<file path="src/rtl/uart_tx_arbiter_pkg.sv">
// Shared definitions for the UART transmit arbiter: FSM state encoding,
// default byte width and a small modular-increment helper.
package uart_pkg;

  localparam logic [1:0] IDLE      = 2'd0;
  localparam logic [1:0] LAUNCH    = 2'd1;
  localparam logic [1:0] WAIT_BUSY = 2'd2;
  localparam logic [1:0] WAIT_DONE = 2'd3;

  localparam int DATA_WIDTH_DEF = 8;

  // Next index in a ring of n entries, wrapping from n-1 back to 0.
  function automatic int wrap_inc(input int v, input int n);
    return (v + 1 >= n) ? 0 : v + 1;
  endfunction

endpackage

</file>
<file path="src/rtl/uart_tx_arbiter_if.sv">
// Requester-side handshake and transmitter-side control bundle of the
// UART transmit arbiter. The slave modport is the arbiter's view; the
// master modport is the view of the requesters plus the transmitter.
interface uart_tx_arbiter_if
  import uart_pkg::*;
#(
  parameter int NUM_REQ    = 4,
  parameter int DATA_WIDTH = DATA_WIDTH_DEF
);

  logic [NUM_REQ-1:0]            req_valid;
  logic [NUM_REQ*DATA_WIDTH-1:0] req_data;
  logic [NUM_REQ-1:0]            req_ready;
  logic                          cfg_parity_enable;
  logic                          cfg_parity_type;
  logic [DATA_WIDTH-1:0]         tx_p_data;
  logic                          tx_data_valid;
  logic                          tx_parity_enable;
  logic                          tx_parity_type;
  logic                          tx_busy;

  modport slave (
    input  req_valid, req_data, cfg_parity_enable, cfg_parity_type, tx_busy,
    output req_ready, tx_p_data, tx_data_valid, tx_parity_enable, tx_parity_type
  );

  modport master (
    output req_valid, req_data, cfg_parity_enable, cfg_parity_type, tx_busy,
    input  req_ready, tx_p_data, tx_data_valid, tx_parity_enable, tx_parity_type
  );

endinterface

</file>
<file path="src/rtl/uart_tx_arbiter_rr_select.sv">
// Combinational round-robin picker: first asserted request at or after
// rr_ptr, searching upward and wrapping from NUM_REQ-1 to 0.
module rr_select
  import uart_pkg::*;
#(
  parameter int NUM_REQ = 4,
  parameter int ID_W    = 2
) (
  input  logic [NUM_REQ-1:0] req,
  input  logic [ID_W-1:0]    rr_ptr,
  output logic [ID_W-1:0]    sel,
  output logic [NUM_REQ-1:0] grant,
  output logic               any_valid
);

  int   idx;
  logic found;

  // Walk the ring once starting at rr_ptr and latch the first hit.
  always_comb begin
    sel   = '0;
    grant = '0;
    found = 1'b0;
    idx   = int'(rr_ptr);
    for (int k = 0; k < NUM_REQ; k++) begin
      if (!found && ((req >> idx) & NUM_REQ'(1)) != '0) begin
        found = 1'b1;
        sel   = ID_W'(idx);
        grant = NUM_REQ'(1) << idx;
      end
      idx = wrap_inc(idx, NUM_REQ);
    end
    any_valid = found;
  end

endmodule

</file>
<file path="src/rtl/uart_tx_arbiter.sv">
// Round-robin arbiter sharing one UART transmitter among NUM_REQ byte
// requesters. Optional busy-rise watchdog enabled by UART_ARB_TIMEOUT_EN.
module uart_tx_arbiter
  import uart_pkg::*;
#(
  parameter int NUM_REQ    = 4,
  parameter int DATA_WIDTH = DATA_WIDTH_DEF,
  parameter int ID_W       = 2
`ifdef UART_ARB_TIMEOUT_EN
  , parameter int BUSY_TIMEOUT = 16
`endif
) (
  input  logic              CLK,
  input  logic              RST,
  uart_tx_arbiter_if.slave  bus,
  output logic [ID_W-1:0]   grant_id,
  output logic              arb_busy
`ifdef UART_ARB_TIMEOUT_EN
  , output logic            timeout_err
`endif
);

  logic [1:0]            state_q, state_d;
  logic [ID_W-1:0]       rr_ptr_q, rr_ptr_d;
  logic [DATA_WIDTH-1:0] data_q, data_d;
  logic                  pen_q, pen_d;
  logic                  ptype_q, ptype_d;
  logic [ID_W-1:0]       grant_q, grant_d;
  logic [ID_W-1:0]       sel;
  logic [NUM_REQ-1:0]    grant_oh;
  logic                  any_valid;
  logic                  grant_ok;
  logic [ID_W-1:0]       next_ptr;

`ifdef UART_ARB_TIMEOUT_EN
  localparam int TO_W = $clog2(BUSY_TIMEOUT + 1);
  logic [TO_W-1:0] cnt_q, cnt_d;
  logic            to_q, to_d;
`endif

  rr_select #(.NUM_REQ(NUM_REQ), .ID_W(ID_W)) u_rr_select (
    .req       (bus.req_valid),
    .rr_ptr    (rr_ptr_q),
    .sel       (sel),
    .grant     (grant_oh),
    .any_valid (any_valid)
  );

  // Grant only in IDLE with the transmitter quiet; gating by RST keeps
  // req_ready low for the whole time reset is asserted.
  always_comb begin
    grant_ok      = RST && (state_q == IDLE) && !bus.tx_busy && any_valid;
    bus.req_ready = grant_ok ? grant_oh : '0;
    next_ptr      = ID_W'(wrap_inc(int'(grant_q), NUM_REQ));
  end

  // Next-state logic: capture on accept, pulse, wait for busy rise then fall.
  always_comb begin
    state_d  = state_q;
    rr_ptr_d = rr_ptr_q;
    data_d   = data_q;
    pen_d    = pen_q;
    ptype_d  = ptype_q;
    grant_d  = grant_q;
`ifdef UART_ARB_TIMEOUT_EN
    cnt_d    = cnt_q;
    to_d     = 1'b0;
`endif
    case (state_q)
      IDLE: begin
        if (grant_ok) begin
          data_d  = DATA_WIDTH'(bus.req_data >> (int'(sel) * DATA_WIDTH));
          pen_d   = bus.cfg_parity_enable;
          ptype_d = bus.cfg_parity_type;
          grant_d = sel;
          state_d = LAUNCH;
        end
      end
      LAUNCH: begin
        state_d = WAIT_BUSY;
`ifdef UART_ARB_TIMEOUT_EN
        cnt_d   = '0;
`endif
      end
      WAIT_BUSY: begin
        if (bus.tx_busy) begin
          state_d = WAIT_DONE;
        end
`ifdef UART_ARB_TIMEOUT_EN
        else if (cnt_q == TO_W'(BUSY_TIMEOUT - 1)) begin
          to_d     = 1'b1;
          state_d  = IDLE;
          rr_ptr_d = next_ptr;
        end else begin
          cnt_d = cnt_q + 1'b1;
        end
`endif
      end
      WAIT_DONE: begin
        if (!bus.tx_busy) begin
          state_d  = IDLE;
          rr_ptr_d = next_ptr;
        end
      end
      default: state_d = IDLE;
    endcase
  end

  // State and transmitter-facing registers; reset clears every output.
  always_ff @(posedge CLK or negedge RST) begin
    if (!RST) begin
      state_q  <= IDLE;
      rr_ptr_q <= '0;
      data_q   <= '0;
      pen_q    <= 1'b0;
      ptype_q  <= 1'b0;
      grant_q  <= '0;
`ifdef UART_ARB_TIMEOUT_EN
      cnt_q    <= '0;
      to_q     <= 1'b0;
`endif
    end else begin
      state_q  <= state_d;
      rr_ptr_q <= rr_ptr_d;
      data_q   <= data_d;
      pen_q    <= pen_d;
      ptype_q  <= ptype_d;
      grant_q  <= grant_d;
`ifdef UART_ARB_TIMEOUT_EN
      cnt_q    <= cnt_d;
      to_q     <= to_d;
`endif
    end
  end

  // Output mapping; Data_Valid is high exactly while in LAUNCH.
  always_comb begin
    bus.tx_p_data        = data_q;
    bus.tx_parity_enable = pen_q;
    bus.tx_parity_type   = ptype_q;
    bus.tx_data_valid    = (state_q == LAUNCH);
    grant_id             = grant_q;
    arb_busy             = (state_q != IDLE);
`ifdef UART_ARB_TIMEOUT_EN
    timeout_err          = to_q;
`endif
  end

endmodule

</file>
<file path="src/flat_wrapper.sv">
// flat-port wrapper written by rule: the top's interface ports become plain ports
module uart_tx_arbiter_flat import uart_pkg::*;
#(
  parameter int NUM_REQ    = 4,
  parameter int DATA_WIDTH = DATA_WIDTH_DEF,
  parameter int ID_W       = 2

)
  (CLK, RST, grant_id, arb_busy, bus_req_valid, bus_req_data, bus_cfg_parity_enable, bus_cfg_parity_type, bus_tx_busy, bus_req_ready, bus_tx_p_data, bus_tx_data_valid, bus_tx_parity_enable, bus_tx_parity_type);
  uart_tx_arbiter_if #(.NUM_REQ(NUM_REQ), .DATA_WIDTH(DATA_WIDTH)) bus_i ();
  input  logic CLK;
  input  logic RST;
  output logic [ID_W-1:0] grant_id;
  output logic arb_busy;
  input wire logic [$bits(bus_i.req_valid)-1:0] bus_req_valid;
  input wire logic [$bits(bus_i.req_data)-1:0] bus_req_data;
  input wire logic [$bits(bus_i.cfg_parity_enable)-1:0] bus_cfg_parity_enable;
  input wire logic [$bits(bus_i.cfg_parity_type)-1:0] bus_cfg_parity_type;
  input wire logic [$bits(bus_i.tx_busy)-1:0] bus_tx_busy;
  output wire logic [$bits(bus_i.req_ready)-1:0] bus_req_ready;
  output wire logic [$bits(bus_i.tx_p_data)-1:0] bus_tx_p_data;
  output wire logic [$bits(bus_i.tx_data_valid)-1:0] bus_tx_data_valid;
  output wire logic [$bits(bus_i.tx_parity_enable)-1:0] bus_tx_parity_enable;
  output wire logic [$bits(bus_i.tx_parity_type)-1:0] bus_tx_parity_type;
  assign bus_i.req_valid = bus_req_valid;
  assign bus_i.req_data = bus_req_data;
  assign bus_i.cfg_parity_enable = bus_cfg_parity_enable;
  assign bus_i.cfg_parity_type = bus_cfg_parity_type;
  assign bus_i.tx_busy = bus_tx_busy;
  assign bus_req_ready = bus_i.req_ready;
  assign bus_tx_p_data = bus_i.tx_p_data;
  assign bus_tx_data_valid = bus_i.tx_data_valid;
  assign bus_tx_parity_enable = bus_i.tx_parity_enable;
  assign bus_tx_parity_type = bus_i.tx_parity_type;
  uart_tx_arbiter #(.NUM_REQ(NUM_REQ), .DATA_WIDTH(DATA_WIDTH), .ID_W(ID_W)) u_core (.CLK(CLK), .RST(RST), .bus(bus_i), .grant_id(grant_id), .arb_busy(arb_busy));
endmodule
</file>
<file path="config.mk">
export PLATFORM = sky130hd
export DESIGN_NAME = uart_tx_arbiter_flat
export DESIGN_NICKNAME = d
export VERILOG_FILES = /design/src/rtl/uart_tx_arbiter_pkg.sv /design/src/rtl/uart_tx_arbiter_if.sv /design/src/rtl/uart_tx_arbiter_rr_select.sv /design/src/rtl/uart_tx_arbiter.sv /design/src/flat_wrapper.sv
export SDC_FILE = /design/constraint.sdc
export NUM_CORES = 1
export LEC_CHECK = 0
export CAP_MARGIN = 20
export CORE_ASPECT_RATIO = 1.2
export CORE_UTILIZATION = 25
export DETAILED_ROUTE_END_ITERATION = 6
export GPL_TIMING_DRIVEN = 0
export PLACE_DENSITY = 0.58
export SLEW_MARGIN = 25
export SYNTH_ARGS = -nofsm -noshare
export SYNTH_HDL_FRONTEND = slang
export SYNTH_SLANG_ARGS = --single-unit
</file>
<file path="constraint.sdc">
create_clock -name CLK -period 9.21 [get_ports CLK]
set_input_delay 1.842 -clock CLK [delete_from_list [all_inputs] [get_ports CLK]]
set_output_delay 1.842 -clock CLK [all_outputs]
set_load 0.01 [all_outputs]
</file>
==> impl_metrics.json, run 1 <==
{
  "outcome": "finished clean",
  "ys_ff_latch": 16,
  "critical_path_arrival_ps": 4610,
  "viasPerCell": 4.74,
  "stdcell_count": 287,
  "worstMarginPinSlew_ps": 787,
  "die_h_um": 85.9,
  "cp_slowest_cell": "clkdlybuf4s50_1",
  "clock-sinks": 16,
  "synthDistinctLibCells": 41,
  "hp-class": "flip-flop to flip-flop",
  "cp_max_fo": 10,
  "peakVddDrop_mv": 0.125,
  "finalCriticalPeriod_ps": 6460,
  "synth_edf_count": 0,
  "syn-mean-instance-area_um2": 10.1,
  "ctsRootBufferMaster": "clkbuf_8",
  "fin_util_pct": 38.8,
  "grt_max_degree": 18,
  "synthFlopType": "dfrtp_1",
  "fp.dieW_um": 71.9,
  "finalSetupViolCount": 0,
  "post_cts_buffers": 0,
  "r2r-start": "u_core.rr_ptr_q[0]",
  "crit_type": "primary input to primary output",
  "crit_end": "bus_req_ready[0]",
  "rrSetupSlack_ps": 5680,
  "layout_commonest_cell": "clkdlybuf4s50_1",
  "cp-end-kind": "primary output",
  "synth_top_area_cell": "dfrtp_1",
  "power_leakage_nw": 0.913,
  "grt_pass1_vias": 1338,
  "relSlewSlack_pct": 47.3,
  "hold_buffers": 0,
  "cp-start-kind": "primary input",
  "ant_nets": 0,
  "cts_buffers": 3,
  "fmax_mhz": 155,
  "drv_cap": 0,
  "async_flop_share_pct": 100,
  "reg2regPathDepth": 11,
  "clk_latency_ps": 250,
  "dp_hpwl_um": 2860,
  "synthCells": 145,
  "clock_path_buffers": 2,
  "startpoint": "bus_req_valid[2]",
  "dieArea_um2": 6170,
  "io_pins": 59,
  "antenna_found_initial": 0,
  "layout_common_cells": "58 x clkdlybuf4s50_1, 20 x mux2i_1, 18 x nand2_1, 16 x dfrtp_1, 14 x ha_1",
  "initialDrtViolationCount": 63,
  "finClkSkew_ps": 2.64,
  "place_inst": 283,
  "grt-ovfl-total": 0,
  "fillers": 563,
  "io_buffers": 58,
  "syn2layout_area_growth_pct": 50.2,
  "reg2reg_to": "u_core.bus.tx_p_data[4]",
  "crit_chain": "clkdlybuf4s50_1, or4_1, o311a_1, o22a_1, o31ai_2, buf_2, buf_2, a21oi_1, clkdlybuf4s50_1",
  "num_rows": 30,
  "gp_congestion": 0.817,
  "synth_area_um2": 1470,
  "synth.area.top_cells": "dfrtp_1 27%, mux2i_1 14%, ha_1 12%",
  "routed_wl_um": 3740,
  "drc": 0,
  "routedWlPerCell_um": 13.0,
  "num_vias": 1360,
  "htree_levels": 1,
  "timing.hold.ws_ps": 484,
  "crit_path_max_incr_delay_ps": 500,
  "tns_ps": 0,
  "antenna_cells": 0,
  "hold_violations": 0,
  "crit_required_ps": 7370,
  "initial_core_util_pct": 25.8,
  "cts_resized": 0,
  "clk_pin_slew_ps": 60,
  "total_power_uw": 729,
  "core_um2": 5670,
  "synth-seq-area-share_pct": 27.3,
  "synthesis.nets": 200,
  "fin_crit_sh_pct": 70.1,
  "dr.pass1.iters": 4,
  "fin_nets": 263,
  "synth_top_area_share_pct": 27.3,
  "ys_warn_count": 0,
  "power_density_nw_per_um2": 331,
  "drive_gt1_share_pct": 10.1,
  "grt_pass1_wl_um": 6110,
  "track_usage_pct": 12.7,
  "grt_setup_unrepaired": "false",
  "drv_slew": 0,
  "cts_tree": "built"
}
==> cells in the mapped netlist (2+ instances only) <==
master / number
mux2i_1: 20
nand2_1: 18
dfrtp_1: 16
ha_1: 14
o221ai_1: 8
inv_1: 7
a21oi_1: 6
nor2_1: 5
a222oi_1: 4
buf_6: 4
mux2_1: 4
o21ai_0: 4
nand2b_1: 3
buf_2: 2
mux2_2: 2
o31ai_1: 2
or2_0: 2
==> routing by layer <==
layer | part of all wire (%) | vias up | wire (µm) | global-route usage, %
met5 | 0 | - | 0 | 0
met4 | 1.9 | 0 | 72 | 6.77
met3 | 6.9 | 7 | 258 | 2.94
met2 | 48 | 54 | 1810 | 20.2
met1 | 43 | 630 | 1600 | 15.8
li1 | - | 669 | - | -
==> state kept, by name (all words and copies together), names as in the netlist <==
| name | count |
|---|---|
| u_core.bus.tx_parity_enable | 1 |
| u_core.bus.tx_parity_type | 1 |
| u_core.rr_ptr_q | 2 |
| u_core.grant_id | 2 |
| u_core.state_q | 2 |
| u_core.bus.tx_p_data | 8 |
==> power breakdown <==
group,switching [mW],internal (mW)
logic,0.259,0.274
clock network,0.0251,0.0380
registers,0.0303,0.103
total,0.314,0.415
==> worst max-delay path, delay by kind of cell <==
family                 cells  cell delay [ps]
AOI/OAI and AO/OA          4              840
buffers and inverters      4             1510
and+or+nand+nor            1              420
==> metrics by stage <==
stage,area (µm²),setup slack (ps)
after floorplan,1470,4000
after global placement,2150,2740
after detailed placement,2150,2770
after CTS,2200,2760
after global routing,2200,2590
final,2200,2750
==> cell families (layout without fill, tap and decap cells) <==
kind of cell / Yosys count / after routing / synth area share, %
simple gates: 37 / 37 / 13.5
compound gates: 36 / 36 / 20.1
mux: 28 / 28 / 20.2
flops: 16 / 16 / 27.3
fa+ha+maj: 14 / 14 / 12.0
buf+inv: 14 / 76 / 6.92
==> worst min-delay path by stage <==
stage                                   end  cells after the start                    start
floorplan                 u_core.state_q[1]                      1        u_core.state_q[1]
CTS                 u_core.bus.tx_p_data[6]                      2  u_core.bus.tx_p_data[6]
finish              u_core.bus.tx_p_data[6]                      2  u_core.bus.tx_p_data[6]
global placement    u_core.bus.tx_p_data[6]                      2  u_core.bus.tx_p_data[6]
global route        u_core.bus.tx_p_data[0]                      2  u_core.bus.tx_p_data[0]
detailed placement  u_core.bus.tx_p_data[6]                      2  u_core.bus.tx_p_data[6]
==> final cells by class <==
type | count | area, µm² | area share, %
plain buffers | 7 | 75.1 | 3.41
clock buffers | 4 | 55.1 | 2.50
inverters | 7 | 26.3 | 1.19
multi-input cells | 115 | 963 | 43.8
flip-flops and latches | 16 | 400 | 18.2
well taps | 80 | 100 | 4.55
repair buffers | 58 | 581 | 26.4
(Power assumes the default switching activity.)
==> inputs of run 2 (changes only) <==
--- a/config.mk
+++ b/config.mk
@@ -10,7 +10,7 @@
 export CORE_UTILIZATION = 25
 export DETAILED_ROUTE_END_ITERATION = 6
 export GPL_TIMING_DRIVEN = 0
-export PLACE_DENSITY = 0.58
+export PLACE_DENSITY = 0.6
 export SLEW_MARGIN = 25
 export SYNTH_ARGS = -nofsm -noshare
 export SYNTH_HDL_FRONTEND = slang
==> constraint.sdc (replaced) <==
create_clock -name CLK -period 5.8 [get_ports CLK]
set_input_delay 1.16 -clock CLK [delete_from_list [all_inputs] [get_ports CLK]]
set_output_delay 1.16 -clock CLK [all_outputs]
set_load 0.01 [all_outputs]
==> run 2 against run 1 <==
Non-clock buffer count unchanged. Sequential cell count unchanged. Routed wire length down 0.11%. Sequential share of layout area did not move. Sequential power is 58% higher. Combinational power up 59%. Core utilization did not move. Largest cell class unchanged. Global-route usage fell by 0.12 points. Worst hold slack improved by 4.0 ps. Critical path type is now flip-flop to primary output. Highest routed layer unchanged.
==> impl_metrics.json, run 2 (synthesis results as in run 1) <==
{
  "outcome": "finished clean",
  "initial_core_util_pct": 25.8,
  "layout_common_cells": "58 x clkdlybuf4s50_1, 20 x mux2i_1, 18 x nand2_1, 16 x dfrtp_1, 14 x ha_1",
  "min_to": "u_core.bus.tx_p_data[2]",
  "crit_chain": "buf_6, inv_1, ha_1, buf_6, or4_1, o311a_1, o22a_1, o31ai_2, buf_2, buf_2, a21oi_1, clkdlybuf4s50_1",
  "drv_cap": 0,
  "finalSetupViolCount": 0,
  "die_h_um": 85.9,
  "track_usage_pct": 12.6,
  "fillers": 565,
  "num_rows": 30,
  "initialDrtViolationCount": 91,
  "tns_ps": 0,
  "fp.dieW_um": 71.9,
  "fin_ws_ps": 729,
  "rrSetupSlack_ps": 2350,
  "fin_crit_sh_pct": 87.4,
  "min_path_cells": 2,
  "ant_nets": 0,
  "cp-start-kind": "flip-flop",
  "hold_buffers": 0,
  "peakVddDrop_mv": 0.244,
  "crit_required_ps": 4640,
  "power_density_nw_per_um2": 526,
  "htree_levels": 1,
  "grt_setup_unrepaired": "false",
  "cp_max_fo": 10,
  "viasPerCell": 4.75,
  "clock-sinks": 16,
  "clk_pin_slew_ps": 60,
  "routedWlPerCell_um": 13.0,
  "routed_wl_um": 3740,
  "drc": 0,
  "place_ws_ps": 758,
  "worstMarginPinSlew_ps": 743,
  "ctsRootBufferMaster": "clkbuf_8",
  "gp_congestion": 0.870,
  "syn2layout_area_growth_pct": 50.2,
  "cp-end-kind": "primary output",
  "hp-start": "u_core.bus.tx_p_data[2]",
  "crit_type": "flip-flop to primary output",
  "io_buffers": 58,
  "cp_slowest_cell": "dfrtp_1",
  "dr.pass1.iters": 5,
  "critical_path_arrival_ps": 3910,
  "relSlewSlack_pct": 50.3,
  "cts_tree": "built",
  "fin_nets": 263,
  "clk_latency_ps": 240,
  "finClkSkew_ps": 1.26,
  "post_cts_buffers": 0,
  "num_vias": 1363,
  "fin_util_pct": 38.8,
  "core_um2": 5670,
  "antenna_found_initial": 0,
  "drive_gt1_share_pct": 10.1,
  "crit_path_max_incr_delay_ps": 550,
  "largest_reg_flops": 8,
  "grt-ovfl-total": 0,
  "hold_violations": 0,
  "grt_pass1_wl_um": 6300,
  "grt_max_degree": 18,
  "power_leakage_nw": 0.913,
  "fmax_mhz": 197,
  "dp_hpwl_um": 2940,
  "io_pins": 59,
  "hp-class": "flip-flop to flip-flop",
  "clock_path_buffers": 2,
  "r2r-start": "u_core.rr_ptr_q[0]",
  "grt_pass1_vias": 1358,
  "antenna_cells": 0,
  "finalCriticalPeriod_ps": 5070,
  "reg2regPathDepth": 11,
  "reg2reg_to": "u_core.bus.tx_p_data[1]",
  "cts_resized": 0,
  "layout_commonest_cell": "clkdlybuf4s50_1",
  "drv_slew": 0,
  "cts_buffers": 3,
  "dieArea_um2": 6170
}
-- run 2: critical path: cells and delay by family, from the launching register on --
kind	cells	cell delay, ps
buffers and inverters	6	1480
AND/OR/NAND/NOR	1	520
flip-flops	1	550
AO/OA/AOI/OAI	4	800
adder cells (fa/ha/maj)	1	330
-- run 2: layer usage --
metal | GRT usage [%] | share of wire, %
met1 | 15.0 | 43
met4 | 3.57 | 1.2
met3 | 2.00 | 5.0
met5 | 0 | 0
met2 | 23.0 | 51
-- run 2: how the worst max path moves through the flow --
stage                       start                to  slack (ps)  depth (start not counted)
5_1_grt        u_core.rr_ptr_q[0]  bus_req_ready[1]         480                         12
4_1_cts        u_core.rr_ptr_q[0]  bus_req_ready[3]         700                         12
2_1_floorplan  u_core.rr_ptr_q[0]  bus_req_ready[0]        1860                         11
3_3_place_gp     bus_req_valid[2]  bus_req_ready[1]         710                          9
6_report       u_core.rr_ptr_q[0]  bus_req_ready[3]         730                         12
3_5_place_dp     bus_req_valid[2]  bus_req_ready[3]         760                          9
-- run 2: final cells by class --
cell class                 count  area [µm²]  area share (%)
multi-input combinational    115         963            43.8
timing repair buffer          58         581            26.4
sequential                    16         400            18.2
tap                           80         100            4.55
buffer                         7        75.1            3.41
clock buffer                   4        55.1            2.50
inverter                       7        26.3            1.19
-- run 2: through the flow --
| step | hold slack [ps] | area (µm²) | total power [mW] | cells |
|---|---|---|---|---|
| floorplan | 512 | 1470 | 0.817 | 145 |
| global placement | 470 | 2150 | 1.06 | 283 |
| detailed placement | 472 | 2150 | 1.06 | 283 |
| CTS | 488 | 2200 | 1.16 | 287 |
| global route | 513 | 2200 | 1.25 | 287 |
| finish | 488 | 2200 | 1.16 | 287 |
-- run 2: where the power goes --
| group | internal, mW | total (mW) | switching (mW) |
|---|---|---|---|
| sequential | 0.164 | 0.212 | 0.0474 |
| clock | 0.0601 | 0.0966 | 0.0366 |
| combinational | 0.434 | 0.850 | 0.416 |
| total | 0.658 | 1.16 | 0.500 |
